`src/rtl/fp_issue_pkg.sv`:
```
// Shared types and RV32F decode helpers for the FP issue controller.
// Source-operand and destination-class decode lives here so the top only handles hazards.
package fp_issue_pkg;

    typedef enum logic [1:0] {
        IDLE  = 2'd0,
        HOLD  = 2'd1,
        FLUSH = 2'd2
    } state_t;

    localparam logic [6:0] OPC_OP_FP  = 7'b1010011;
    localparam logic [6:0] OPC_FMADD  = 7'b1000011;
    localparam logic [6:0] OPC_FMSUB  = 7'b1000111;
    localparam logic [6:0] OPC_FNMSUB = 7'b1001011;
    localparam logic [6:0] OPC_FNMADD = 7'b1001111;

    localparam logic [4:0] F5_FSQRT    = 5'b01011;
    localparam logic [4:0] F5_FCMP     = 5'b10100;
    localparam logic [4:0] F5_FCVT_W_S = 5'b11000;
    localparam logic [4:0] F5_FCVT_S_W = 5'b11010;
    localparam logic [4:0] F5_FMV_X_W  = 5'b11100;
    localparam logic [4:0] F5_FMV_W_X  = 5'b11110;

    typedef struct packed {
        logic       is_int;
        logic [4:0] rd;
        logic       tag;
    } retire_entry_t;

    typedef struct packed {
        logic       use_rs1;
        logic       use_rs2;
        logic       use_rs3;
        logic       is_int;
        logic [4:0] rd;
        logic [4:0] rs1;
        logic [4:0] rs2;
        logic [4:0] rs3;
    } fp_decode_t;

    function automatic fp_decode_t fp_decode(input logic [31:0] instr);
        fp_decode_t d;
        logic [6:0] opc;
        logic [4:0] f5;
        logic       is_r4;
        logic       is_opfp;
        opc     = instr[6:0];
        f5      = instr[31:27];
        is_r4   = (opc == OPC_FMADD) || (opc == OPC_FMSUB) ||
                  (opc == OPC_FNMSUB) || (opc == OPC_FNMADD);
        is_opfp = (opc == OPC_OP_FP);
        d.rd    = instr[11:7];
        d.rs1   = instr[19:15];
        d.rs2   = instr[24:20];
        d.rs3   = instr[31:27];
        d.use_rs3 = is_r4;
        // Integer-sourced conversions/moves take rs1 from the integer file.
        d.use_rs1 = is_r4 || (is_opfp && (f5 != F5_FCVT_S_W) && (f5 != F5_FMV_W_X));
        d.use_rs2 = is_r4 || (is_opfp && (f5 != F5_FSQRT) && (f5 != F5_FCVT_W_S) &&
                              (f5 != F5_FCVT_S_W) && (f5 != F5_FMV_X_W) &&
                              (f5 != F5_FMV_W_X));
        d.is_int  = is_opfp && ((f5 == F5_FCMP) || (f5 == F5_FCVT_W_S) || (f5 == F5_FMV_X_W));
        return d;
    endfunction

endpackage

```
`src/rtl/fp_retire_fifo.sv`:
```
// In-order retire queue of {is_int, rd, tag} entries for issued FP instructions.
// Power-of-two depth; clear empties the queue synchronously.
module fp_retire_fifo
    import fp_issue_pkg::*;
#(
    parameter int DEPTH = 2
) (
    input  logic          clk_i,
    input  logic          rst_ni,
    input  logic          push,
    input  logic          pop,
    input  logic          clear,
    input  retire_entry_t push_data,
    output retire_entry_t head,
    output logic          full,
    output logic          empty
);

    localparam int AW = (DEPTH > 1) ? $clog2(DEPTH) : 1;

    retire_entry_t   mem [DEPTH];
    logic [AW-1:0]   wr_ptr;
    logic [AW-1:0]   rd_ptr;
    logic [AW:0]     count;
    logic            do_push;
    logic            do_pop;

    assign full    = (count == (AW+1)'(DEPTH));
    assign empty   = (count == '0);
    assign do_push = push && !full;
    assign do_pop  = pop && !empty;
    assign head    = mem[rd_ptr];

    always_ff @(posedge clk_i or negedge rst_ni) begin
        if (!rst_ni) begin
            wr_ptr <= '0;
            rd_ptr <= '0;
            count  <= '0;
            for (int i = 0; i < DEPTH; i++) mem[i] <= '0;
        end else if (clear) begin
            wr_ptr <= '0;
            rd_ptr <= '0;
            count  <= '0;
        end else begin
            if (do_push) begin
                mem[wr_ptr] <= push_data;
                wr_ptr      <= wr_ptr + AW'(1);
            end
            if (do_pop) rd_ptr <= rd_ptr + AW'(1);
            case ({do_push, do_pop})
                2'b10:   count <= count + (AW+1)'(1);
                2'b01:   count <= count - (AW+1)'(1);
                default: count <= count;
            endcase
        end
    end

endmodule

```
`src/rtl/fp_issue_ctrl.sv`:
```
// Core-side FP issue controller: hazard-checked accept, tagged issue, in-order retire
// and FP/int writeback with sticky fflags.
//   state | meaning
//   IDLE  | ready to accept a hazard-free instruction from decode
//   HOLD  | instruction registered, waiting for FPU in_ready
//   FLUSH | one-cycle kill: pulse fpu_flush_o, everything in flight discarded
module fp_issue_ctrl
    import fp_issue_pkg::*;
#(
    parameter int DATAWIDTH       = 32,
    parameter int NUM_FREGS       = 32,
    parameter int MAX_OUTSTANDING = 2
) (
    input  logic                 clk_i,
    input  logic                 rst_ni,
    input  logic                 instr_valid_i,
    output logic                 instr_ready_o,
    input  logic [DATAWIDTH-1:0] instr_i,
    input  logic                 flush_i,
    output logic [DATAWIDTH-1:0] fpu_instr_o,
    output logic                 fpu_in_valid_o,
    input  logic                 fpu_in_ready_i,
    output logic                 fpu_tag_o,
    output logic                 fpu_flush_o,
    input  logic                 fpu_out_valid_i,
    output logic                 fpu_out_ready_o,
    input  logic [DATAWIDTH-1:0] fpu_result_i,
    input  logic [4:0]           fpu_status_i,
    input  logic                 fpu_tag_i,
    output logic                 fwb_en_o,
    output logic [4:0]           fwb_addr_o,
    output logic                 iwb_en_o,
    output logic [4:0]           iwb_addr_o,
    output logic [DATAWIDTH-1:0] wb_data_o,
    output logic [4:0]           fflags_o,
    input  logic                 fflags_clr_i,
    output logic                 tag_err_o
);

    state_t                 state_q, state_d;
    logic [DATAWIDTH-1:0]   instr_q;
    logic                   issue_tag_q;
    logic [NUM_FREGS-1:0]   sb_q, sb_d;
    fp_decode_t             dec;
    retire_entry_t          push_entry;
    retire_entry_t          head;
    logic                   fifo_full, fifo_empty;
    logic                   hazard, ready, accept;
    logic                   issue_hs, out_hs;
    logic                   wb_vld_q, wb_is_int_q;
    logic [4:0]             wb_addr_q;
    logic [DATAWIDTH-1:0]   wb_data_q;
    logic [4:0]             fflags_q;
    logic                   tag_err_q;

    assign dec = fp_decode(instr_i[31:0]);

    // Registered scoreboard only: a writeback in this cycle still blocks.
    assign hazard = (dec.use_rs1 && sb_q[dec.rs1]) ||
                    (dec.use_rs2 && sb_q[dec.rs2]) ||
                    (dec.use_rs3 && sb_q[dec.rs3]) ||
                    (!dec.is_int && sb_q[dec.rd]);

    always_comb begin
        state_d = state_q;
        ready   = 1'b0;
        case (state_q)
            IDLE: begin
                ready = !flush_i && !fifo_full && !hazard;
                if (flush_i)                      state_d = FLUSH;
                else if (instr_valid_i && ready)  state_d = HOLD;
            end
            HOLD: begin
                if (flush_i)             state_d = FLUSH;
                else if (fpu_in_ready_i) state_d = IDLE;
            end
            FLUSH:   state_d = flush_i ? FLUSH : IDLE;
            default: state_d = IDLE;
        endcase
    end

    assign accept          = instr_valid_i && ready;
    assign issue_hs        = (state_q == HOLD) && fpu_in_ready_i && !flush_i;
    assign fpu_out_ready_o = !fifo_empty && (state_q != FLUSH) && !flush_i;
    assign out_hs          = fpu_out_valid_i && fpu_out_ready_o;

    always_ff @(posedge clk_i or negedge rst_ni) begin
        if (!rst_ni) state_q <= IDLE;
        else         state_q <= state_d;
    end

    always_ff @(posedge clk_i or negedge rst_ni) begin
        if (!rst_ni) begin
            instr_q     <= '0;
            issue_tag_q <= 1'b0;
        end else begin
            if (accept) instr_q <= instr_i;
            if (flush_i)       issue_tag_q <= 1'b0;
            else if (issue_hs) issue_tag_q <= ~issue_tag_q;
        end
    end

    assign push_entry.is_int = dec.is_int;
    assign push_entry.rd     = dec.rd;
    assign push_entry.tag    = issue_tag_q;

    fp_retire_fifo #(
        .DEPTH (MAX_OUTSTANDING)
    ) u_retire_fifo (
        .clk_i     (clk_i),
        .rst_ni    (rst_ni),
        .push      (accept),
        .pop       (out_hs),
        .clear     (flush_i),
        .push_data (push_entry),
        .head      (head),
        .full      (fifo_full),
        .empty     (fifo_empty)
    );

    // FP dest bit is released at the end of its writeback pulse cycle.
    always_comb begin
        sb_d = sb_q;
        if (wb_vld_q && !wb_is_int_q) sb_d[wb_addr_q] = 1'b0;
        if (accept && !dec.is_int)    sb_d[dec.rd]    = 1'b1;
    end

    always_ff @(posedge clk_i or negedge rst_ni) begin
        if (!rst_ni)      sb_q <= '0;
        else if (flush_i) sb_q <= '0;
        else              sb_q <= sb_d;
    end

    always_ff @(posedge clk_i or negedge rst_ni) begin
        if (!rst_ni) begin
            wb_vld_q    <= 1'b0;
            wb_is_int_q <= 1'b0;
            wb_addr_q   <= '0;
            wb_data_q   <= '0;
            fflags_q    <= '0;
            tag_err_q   <= 1'b0;
        end else begin
            wb_vld_q <= out_hs;
            if (out_hs) begin
                wb_is_int_q <= head.is_int;
                wb_addr_q   <= head.rd;
                wb_data_q   <= fpu_result_i;
                if (fpu_tag_i != head.tag) tag_err_q <= 1'b1;
            end
            if (fflags_clr_i) fflags_q <= '0;
            else if (out_hs)  fflags_q <= fflags_q | fpu_status_i;
        end
    end

    assign instr_ready_o  = ready;
    assign fpu_instr_o    = instr_q;
    assign fpu_in_valid_o = (state_q == HOLD);
    assign fpu_tag_o      = issue_tag_q;
    assign fpu_flush_o    = (state_q == FLUSH);
    assign fwb_en_o       = wb_vld_q && !wb_is_int_q && !flush_i;
    assign iwb_en_o       = wb_vld_q && wb_is_int_q && !flush_i;
    assign fwb_addr_o     = wb_addr_q;
    assign iwb_addr_o     = wb_addr_q;
    assign wb_data_o      = wb_data_q;
    assign fflags_o       = fflags_q;
    assign tag_err_o      = tag_err_q;

endmodule

```
`config.mk`:
```
export PLATFORM = sky130hd
export DESIGN_NAME = fp_issue_ctrl
export DESIGN_NICKNAME = d
export VERILOG_FILES = /design/src/rtl/fp_issue_pkg.sv /design/src/rtl/fp_retire_fifo.sv /design/src/rtl/fp_issue_ctrl.sv
export SDC_FILE = /design/constraint.sdc
export NUM_CORES = 1
export LEC_CHECK = 0
export ABC_AREA = 1
export CORE_MARGIN = 2
export CORE_UTILIZATION = 47
export CTS_CLUSTER_DIAMETER = 200
export DETAILED_ROUTE_END_ITERATION = 6
export PLACE_DENSITY_LB_ADDON = 0.1
export SLEW_MARGIN = 20
export SYNTH_ARGS = -nofsm -noshare
export SYNTH_HDL_FRONTEND = slang
export SYNTH_HIERARCHICAL = 1
export SYNTH_SLANG_ARGS = --single-unit
```
`constraint.sdc`:
```
create_clock -name clk_i -period 2.2 [get_ports clk_i]
set_input_delay 0.44 -clock clk_i [delete_from_list [all_inputs] [get_ports clk_i]]
set_output_delay 0.44 -clock clk_i [all_outputs]
set_load 0.1 [all_outputs]
```
==> impl_metrics.csv <==
group,metric,value,unit
timing,hold_slack,379,ps
timing,finalCritPeriodShare,119,%
critical_path,r2r_cells,22,
yosys,synthCells,1146,
critical_path,start_kind,"flip-flop",
timing,setup_slack,-408,ps
power,p_leak,5.96,nW
yosys,ys_types,31,
die,dieHeight,132,um
layout,layout.nets,1525,
timing,slew_viol_final,0,
layout,final_common_cell,"nand2_1",
route,first_pass_iters,5,
global_routing,grt_pass1_vias,8160,
die,die_width,132,um
cts,cts_tree,"yes",
global_routing,grt_use_met1,44.5,%
placement,hpwl,19400,um
global_routing,grt_use_total,31.9,%
placement,place.gp.congestion,0.964,
cts,clk_latency,430,ps
global_routing,grt_busiest_layer,"met2",
global_routing,grt_max_degree,41,
layout,fin_util,72.8,%
die,core_area,16000,sq um
timing,fin_worst_skew,9.23,ps
yosys,synth_nets,1227,
global_routing,grt_util_met2,49.6,%
critical_path,crit_arrival,2170,ps
worst_hold_path,hold_path_class,"primary input to flip-flop",
layout,syn2layout_area_growth,50.7,%
worst_hold_path,holdPathStages,3,
timing,period_needed,2610,ps
route,postRouteAntennaNets,0,
global_routing,antenna_found_initial,0,
route,detail_route.wl_per_cell,16.7,um
global_routing,grt_pass1_wl,44000,um
global_routing,use_met3,6.77,%
cts,ctsLongestPathBuffers,2,
run_status,outcome,"complete, but fails checks",
die,ios,164,
route,route.detailed.drc,0,
layout,drive_gt1_share,29.8,%
die,rows,46,
critical_path,endpoint_kind,"output pin",
cts,cts-root-buf,"clkbuf_16",
timing,hold_viol,0,
timing,max_freq,0.383,GHz
power,powerDensity,1350,nW/um^2
cts,cts_inserted_buffers,17,
route,drt-initial-drc-count,757,
critical_path,crit_fanout,4,
yosys,syn_avg_cell_area,6.75,sq um
placement,detailed_place.area,10500,sq um
yosys,synth_area,7730,sq um
timing,worst_pin_slew,653,ps
layout,final_cell_area,11700,sq um
layout,mostFrequentLayoutCells,"nand2_1 (455), buf_4 (221), dfrtp_1 (116), inv_1 (84), a21oi_1 (69)",
yosys,ys_ff_latch,130,
cts,numClockSinks,130,
layout,n_antenna_cell,0,
power,worst_ir_drop_vdd,1.20,mV
global_routing,grt_overflow,0,
critical_path,crit_type,"flip-flop to output pin",
die,start_util,48.3,%
yosys,ys_warn_count,6,
route,vias,8828,
timing,finalSetupViolCount,76,
die,die_area,17500,sq um
route,viasPerCell,5.28,
yosys,synth-edff-count,0,
timing,rsz0062_at_grt,"true",
yosys,synth_seq_area_share,42.1,%
timing,maxSlewHeadroom,56.1,%
critical_path,critPathRequiredTime,1760,ps
cts,htreeDepth,4,
placement,dp_slack,-868,ps
yosys,ys.flop_type,"dfrtp_1",
layout,fillCellCount,1309,
run_status,violations,"setup timing",
route,wirelength,27900,um
placement,io_buffers,163,
cts,clkTransAtPathRegs,60,ps
yosys,ys_async_sr_fraction,100,%
job,cap_violations,0,
## path summary, 6_finish.rpt
path	start	slack, ps	to
max in group asynchronous	rst_ni	1080	fwb_addr_o[1]
max	sb_q[29]	-410	instr_ready_o
min in group asynchronous	rst_ni	480	fpu_instr_o[15]
min reg2reg	tag_err_o	470	tag_err_o
max reg2reg	sb_q[29]	-350	u_retire_fifo/mem[4]
min	instr_i[1]	380	fpu_instr_o[1]
## routing by layer
metal,up-vias,wire [um]
met4,0,650
met5,-,0
met1,4098,11900
li1,4232,-
met3,66,2500
met2,432,12900
## cells by family after synthesis
kind of cell | after synthesis | share of synthesized area (%)
AO/OA/AOI/OAI | 133 | 9.87
adder cells (fa/ha/maj) | 4 | 0.647
flip-flops | 130 | 42.1
buffers and inverters | 183 | 10.3
AND/OR/NAND/NOR | 696 | 37.1
## stage by stage
stage | setup TNS (ps) | power [mW] | cells
after floorplan | -7820 | 10.5 | 1146
after global placement | -62620 | 12.6 | 1609
after detailed placement | -62060 | 12.7 | 1609
after CTS | -10830 | 15.7 | 1659
after global routing | -30080 | 16.4 | 1673
final | -18160 | 15.8 | 1673
## worst max-delay path, cell delays in order (launching register included)
cell,delay [ps]
dfrtp_2,450
inv_1,100
nand2_1,70
nand2_1,70
nand2_1,50
nand2_1,60
nand2_1,70
nand2_1,80
nor2_1,60
nand3_1,60
nand2_1,90
nor2_1,120
nand2_2,70
buf_6,120
nor2_4,90
buf_12,180
## area by class of cell
cell class              count  area (sq um)  share of cell area (%)
inverters                 128           510                    4.38
repair buffers            333          3080                    26.4
flip-flops and latches    130          3270                    28.1
well taps                 216           270                    2.32
clock buffers              17           425                    3.65
multi-input cells         834          3940                    33.8
clock inverters            15           161                    1.39
## power breakdown
| part | switching [mW] | internal (mW) | leakage [nW] |
|---|---|---|---|
| sequential | 0.553 | 3.16 | 1.69 |
| combinational | 7.10 | 2.13 | 3.99 |
| clock | 1.23 | 1.61 | 0.281 |
| total | 8.89 | 6.90 | 5.96 |
## synthesized netlist by cell type, types with 2 or more instances
cell	count	area [sq um]
o21ai_1	26	130
clkbuf_1	25	93.8
o21ai_2	19	166
nand2_2	2	12.5
inv_1	112	420
a22oi_1	2	15.0
inv_2	14	52.6
buf_2	14	70.1
a21oi_1	69	345
nand4_1	36	225
nand3_1	74	370
ha_1	4	50.1
nor2_4	2	22.5
nor2_2	2	12.5
nor2_1	71	267
nand2_1	482	1810
o21ai_0	13	65.1
nor3_1	23	115
dfrtp_1	130	3250
buf_6	8	90.1
buf_4	8	60.1
## what timing repair did
item / CTS / global route
gates resized for setup: 95 / 33
hold buffers: 1 / 0
pin swaps: 27 / 11
hold endpoints to repair: 23 / 0
buffers inserted: 23 / 14
endpoints found under the setup margin: 84 / 83
gates cloned: 6 / 0
## sequential cells by signal (all words and copies together), names as in the netlist, 2 cells and up
| register | cells |
|---|---|
| fflags_o | 5 |
| fpu_instr_o | 32 |
| fwb_addr_o | 5 |
| sb_q | 32 |
| state_q | 2 |
| u_retire_fifo/count | 2 |
| u_retire_fifo/mem | 14 |
| wb_data_o | 32 |
Note: power is estimated with default switching activity, not from simulation.
